**src/rtl/hdmi_pixel_framer.sv**
```systemverilog
// Frames decoded HDMI timing (DE/HSYNC/VSYNC/RGB) into per-pixel strobes plus measured geometry and lock.
// Optional feature macro: HDMI_PIXEL_FRAMER_AUTOPOL_EN (learn VSYNC polarity from active video).
module hdmi_pixel_framer #(
  parameter int XBITS = 13,
  parameter int YBITS = 11
) (
  input  logic             i_pix_clk,
  input  logic             i_reset_n,
  input  logic             i_de,
  input  logic             i_hsync,
  input  logic             i_vsync,
  input  logic [7:0]       i_r,
  input  logic [7:0]       i_g,
  input  logic [7:0]       i_b,
  output logic             o_pix_valid,
  output logic             o_pix_newline,
  output logic             o_pix_eol,
  output logic             o_pix_eof,
  output logic [7:0]       o_pix_r,
  output logic [7:0]       o_pix_g,
  output logic [7:0]       o_pix_b,
  output logic             o_pix_hsync,
  output logic [XBITS-1:0] o_pix_npix,
  output logic [YBITS-1:0] o_pix_nlines,
  output logic             o_locked
);

  logic             last_de;
  logic             last_vs;
  logic             vs_pol;
  logic             seen_idle;
  logic             have_line;
  logic             mismatch;
  logic             prev_clean;
  logic [XBITS-1:0] xcnt;
  logic [XBITS-1:0] line_len;
  logic [YBITS-1:0] ycnt;

  logic             vs_active;
  logic             de_rise;
  logic             de_fall;
  logic             vs_rise;
  logic [XBITS-1:0] line_len_nxt;
  logic [YBITS-1:0] ycnt_nxt;
  logic             mismatch_nxt;
  logic             frame_clean;

`ifdef HDMI_PIXEL_FRAMER_AUTOPOL_EN
  // Sync is inactive during active video, so its level there is the inactive polarity.
  always_ff @(posedge i_pix_clk or negedge i_reset_n) begin
    if (!i_reset_n) begin
      vs_pol <= 1'b1;
    end else if (i_de) begin
      vs_pol <= ~i_vsync;
    end
  end
`else
  assign vs_pol = 1'b1;
`endif

  // Next-state of the line bookkeeping, so an eof coinciding with an eol sees the finished line.
  always_comb begin
    vs_active    = ~(i_vsync ^ vs_pol);
    de_rise      = i_de & ~last_de;
    de_fall      = ~i_de & last_de;
    vs_rise      = vs_active & ~last_vs;
    line_len_nxt = line_len;
    ycnt_nxt     = ycnt;
    mismatch_nxt = mismatch;
    if (de_fall) begin
      line_len_nxt = xcnt;
      if (ycnt != '1) ycnt_nxt = ycnt + YBITS'(1);
      if (have_line && (xcnt != line_len)) mismatch_nxt = 1'b1;
    end
    frame_clean = ~mismatch_nxt & (ycnt_nxt != '0);
  end

  always_ff @(posedge i_pix_clk or negedge i_reset_n) begin
    if (!i_reset_n) begin
      last_de       <= 1'b0;
      last_vs       <= 1'b0;
      seen_idle     <= 1'b0;
      have_line     <= 1'b0;
      mismatch      <= 1'b0;
      prev_clean    <= 1'b0;
      xcnt          <= '0;
      line_len      <= '0;
      ycnt          <= '0;
      o_pix_valid   <= 1'b0;
      o_pix_newline <= 1'b0;
      o_pix_eol     <= 1'b0;
      o_pix_eof     <= 1'b0;
      o_pix_r       <= '0;
      o_pix_g       <= '0;
      o_pix_b       <= '0;
      o_pix_hsync   <= 1'b0;
      o_pix_npix    <= '0;
      o_pix_nlines  <= '0;
      o_locked      <= 1'b0;
    end else begin
      last_de       <= i_de;
      last_vs       <= vs_active;
      if (!i_de) seen_idle <= 1'b1;
      o_pix_valid   <= i_de;
      o_pix_r       <= i_de ? i_r : 8'd0;
      o_pix_g       <= i_de ? i_g : 8'd0;
      o_pix_b       <= i_de ? i_b : 8'd0;
      // A line already running when reset released has no observed start, so no newline.
      o_pix_newline <= de_rise & seen_idle;
      o_pix_eol     <= de_fall;
      o_pix_eof     <= vs_rise;
      o_pix_hsync   <= i_hsync;

      if (de_rise) xcnt <= XBITS'(1);
      else if (i_de && (xcnt != '1)) xcnt <= xcnt + XBITS'(1);

      line_len <= line_len_nxt;
      if (vs_rise) begin
        o_pix_npix   <= line_len_nxt;
        o_pix_nlines <= ycnt_nxt;
        // The previous frame must also have been clean for the geometry to count as stable.
        o_locked     <= frame_clean & prev_clean &
                        (line_len_nxt == o_pix_npix) & (ycnt_nxt == o_pix_nlines);
        prev_clean   <= frame_clean;
        ycnt         <= '0;
        mismatch     <= 1'b0;
        have_line    <= 1'b0;
      end else begin
        ycnt     <= ycnt_nxt;
        mismatch <= mismatch_nxt;
        if (de_fall) have_line <= 1'b1;
      end
    end
  end

endmodule

```
**config.mk**
```make
export PLATFORM = sky130hd
export DESIGN_NAME = hdmi_pixel_framer
export DESIGN_NICKNAME = d
export VERILOG_FILES = /design/src/rtl/hdmi_pixel_framer.sv
export SDC_FILE = /design/constraint.sdc
export NUM_CORES = 1
export LEC_CHECK = 0
export BUFFER_PORTS_ARGS = -buffer_cell sky130_fd_sc_hd__buf_4
export CAP_MARGIN = 10
export CORE_MARGIN = 3
export CORE_UTILIZATION = 40
export DETAILED_ROUTE_END_ITERATION = 16
export SLEW_MARGIN = 20
export SYNTH_ARGS = -nofsm -noshare
export SYNTH_HDL_FRONTEND = slang
export SYNTH_SLANG_ARGS = --single-unit
```
**constraint.sdc**
```tcl
create_clock -name i_pix_clk -period 3.4 [get_ports i_pix_clk]
set_input_delay 0.34 -clock i_pix_clk [delete_from_list [all_inputs] [get_ports i_pix_clk]]
set_output_delay 0.34 -clock i_pix_clk [all_outputs]
set_load 0.005 [all_outputs]
```
==> impl_results.md <==
- Count leader, synth: dfrtp_1
- Syn avg cell area: 9.94 µm²
- Max Fclk: 348 MHz
- Final setup margin: 0.528 ns
- Clk_skew: 0.00458 ns
- Synthesis-to-finish area growth: 22.9%
- Clock Latency Late Sink: 0.34 ns
- Num rows: 38
- Top-area cell type share of the netlist area: 0.532
- Switch share: 0.251
- Area leader, netlist: dfrtp_1
- Sequential Power Share: 0.464
- Post-CTS Setup Repair Bufs: 0
- Fin util: 0.507
- M1 WL: 4970 µm
- Syn_nets: 485
- First-pass GRT wire length: 18200 µm
- Critical path class: reg2reg
- Cell count after synthesis: 454
- Number of library cell types mapped by synthesis: 55
- Core area: 0.0109 mm²
- Die W: 112 µm
- Hold Vio Cnt, Final: 0
- Crit-path max cell delay: 0.52 ns
- LEAKAGE: 2.65 nW
- Routed length on met2: 4760 µm
- H-Tree Depth: 3
- Clk pwr share: 0.397
- CP cell instances: ha_1 > nand4b_1 > nor3_1 > mux2i_1 > nand2_1 > or4_1 > and3_1 > a32o_1
- Final worst-path cycle share: 0.845
- Clock-pin slew on the worst setup and hold paths: 0.06 ns
- Maxcap violations: 0
- Mapped cell area: 0.00451 mm²
- CP Data Required Time: 3.63 ns
- Die height: 112 µm
- Overall routed net length: 10800 µm
- Layout cells sized above 1: 0.216
- Antenna violations before repair: 0
- CTS tree: built
- Register-to-Register Path Depth: 8
- Number of I/O pins: 83
- Endpoints failing setup: 0
- Clock buffer depth: 2
- Vias/cell: 5.32
- DP Wirelength: 7750 µm
- Worst rel slew slack: 0.365
- Unrepaired setup endpoints after global routing: no
- #FFs+latches synth: 96
- Final-report max-slew violation count: 0
- P_sw: 0.699 mW
- Via count: 3559
- Largest net degree at the start of global routing: 76
- Synth top cells by count: dfrtp_1 (96), nand2_1 (69), o21ai_0 (34)
- DR pass1 iterations: 5
- All-Layer GR Usage: 0.179
- Ys flop type: dfrtp_1
- Vias in the first global route: 3524
- WHS Path Cells: 1
- Initial Util: 0.413
- Post-place setup slack: 0.569 ns
- Post-cts resize count: 0
- Met3 Routed Length: 902 µm
- Synth Warn #: 0
- DR DRC count: 0
- CTS Root Cell: clkbuf_16
- Tmin final: 2.87 ns
- Grt ovf: 0
- Worst Tran Pin Value: 0.952 ns
- CP endpoint kind: register
- Post-synth EDFFs: 0
- PwrDens: 502 mW/mm²
- Clock Sinks: 96
- Asr flop ratio synth: 1.00
- Fin nets: 555
- Min-delay worst type: in2reg
- Antenna Nets Post-Route: 0
- # hold bufs at CTS: 0
- WL/cell: 16.1 µm
- CP arrival: 3.10 ns
- IO buf count: 82
- Die ar.: 0.0126 mm²
- N_diodes: 0
- Startpoint type of the worst setup path: register
- Seq/Total Area, Yosys: 0.532
- Worst vdd ir: 0.241 mV
- Top post-synthesis cells by area: dfrtp_1 (53%), nand2_1 (5.7%), xnor2_1 (4.5%)
- RePlAce Congestion: 0.874
- CTS buffer count: 9
- Filler instances: 1021
- Setup_tns: 0 ns
- Critical path peak fanout: 5
- Detailed router's first-iteration violation count: 185
- Critical path's slowest cell: or4_1
- Status: finished clean
- Internal: 2.09 mW
- Highest metal layer with signal wires: met4
- Comb pwr share: 0.139
cell usage in the layout, fill, tap and decap left out, drive strengths merged, types with 3 or more instances in the layout:
master  netlist  layout
dfrtp        96      96
buf          10      87
nand2        69      69
o21ai        34      34
nor2         29      29
and2         28      28
xnor2        24      24
inv          20      20
xor2         19      19
nand3        15      15
nand4        13      13
clkbuf       18      11
a21oi         9       9
mux2i         9       9
nor4          9       9
a31oi         6       6
nor3          4       4
nand2b        3       3
and3          3       3
clkinv        0       3
metrics by stage:
step	hold WS [ns]	instance area [µm²]	power (mW)	std cells
4_1_cts	0.0973	5550	2.82	669
3_3_place_gp	0.443	5210	1.70	653
6_report	0.108	5550	2.78	669
2_1_floorplan	0.0444	4510	1.52	454
5_1_grt	0.102	5550	2.92	669
3_5_place_dp	0.451	5210	1.70	653
final cells by class:
| class | count | area (µm²) | area share |
|---|---|---|---|
| Clock inverter | 5 | 78.8 | 0.0142 |
| Clock buffer | 11 | 253 | 0.0456 |
| Multi-Input combinational cell | 310 | 1910 | 0.344 |
| Inverter | 20 | 75.1 | 0.0135 |
| Timing Repair Buffer | 87 | 653 | 0.118 |
| Sequential cell | 96 | 2400 | 0.433 |
| Tap cell | 140 | 175 | 0.0316 |
worst max-delay path: cells and delay by family, from the launching register on:
family	cells	cell delay (ns)
adder cells (fa/ha/maj)	1	0.31
multiplexers	1	0.40
flip-flops	1	0.42
AO/OA/AOI/OAI	1	0.22
AND/OR/NAND/NOR	5	1.41
cell families after synthesis:
| group | Yosys count | share of synthesized area |
|---|---|---|
| buffers and inverters | 48 | 0.0449 |
| XOR/XNOR | 43 | 0.0851 |
| multiplexers | 10 | 0.0252 |
| AO/OA/AOI/OAI | 71 | 0.103 |
| flip-flops | 96 | 0.532 |
| AND/OR/NAND/NOR | 184 | 0.204 |
| adder cells (fa/ha/maj) | 2 | 0.00554 |
state kept, by name (all words and copies together) (netlist names):
register,flops
have_line,1
last_de,1
last_vs,1
line_len,13
mismatch,1
o_locked,1
o_pix_b,8
o_pix_eof,1
o_pix_eol,1
o_pix_g,8
o_pix_hsync,1
o_pix_newline,1
o_pix_nlines,11
o_pix_npix,13
o_pix_r,8
prev_clean,1
seen_idle,1
xcnt,13
ycnt,11
power groups by stage:
| stage | Clock, mW | Sequential (mW) | Combinational (mW) |
|---|---|---|---|
| 2_1_floorplan | 0 | 1.29 | 0.234 |
| 3_3_place_gp | 0 | 1.31 | 0.391 |
| 3_5_place_dp | 0 | 1.31 | 0.391 |
| 4_1_cts | 1.13 | 1.29 | 0.393 |
| 5_1_grt | 1.18 | 1.30 | 0.433 |
| 6_report | 1.11 | 1.29 | 0.387 |
path summary, 6_finish.rpt:
path / startpoint / to / slack, ns
worst max-delay path: ycnt[0] / o_locked / 0.53
worst min-delay path: i_hsync / o_pix_hsync / 0.11
worst max register to register: ycnt[0] / o_locked / 0.53
worst min register to register: seen_idle / seen_idle / 0.47
max in group asynchronous: i_reset_n / o_pix_r[5] / 2.47
min in group asynchronous: i_reset_n / ycnt[6] / 0.14
layer usage:
metal / track usage / vias to the layer above
met1: 0.253 / 1731
met4: 0.0625 / 0
met3: 0.0464 / 12
met2: 0.267 / 137
li1: - / 1679
met5: 0 / -
No activity file was read; power rests on OpenSTA's default activity.
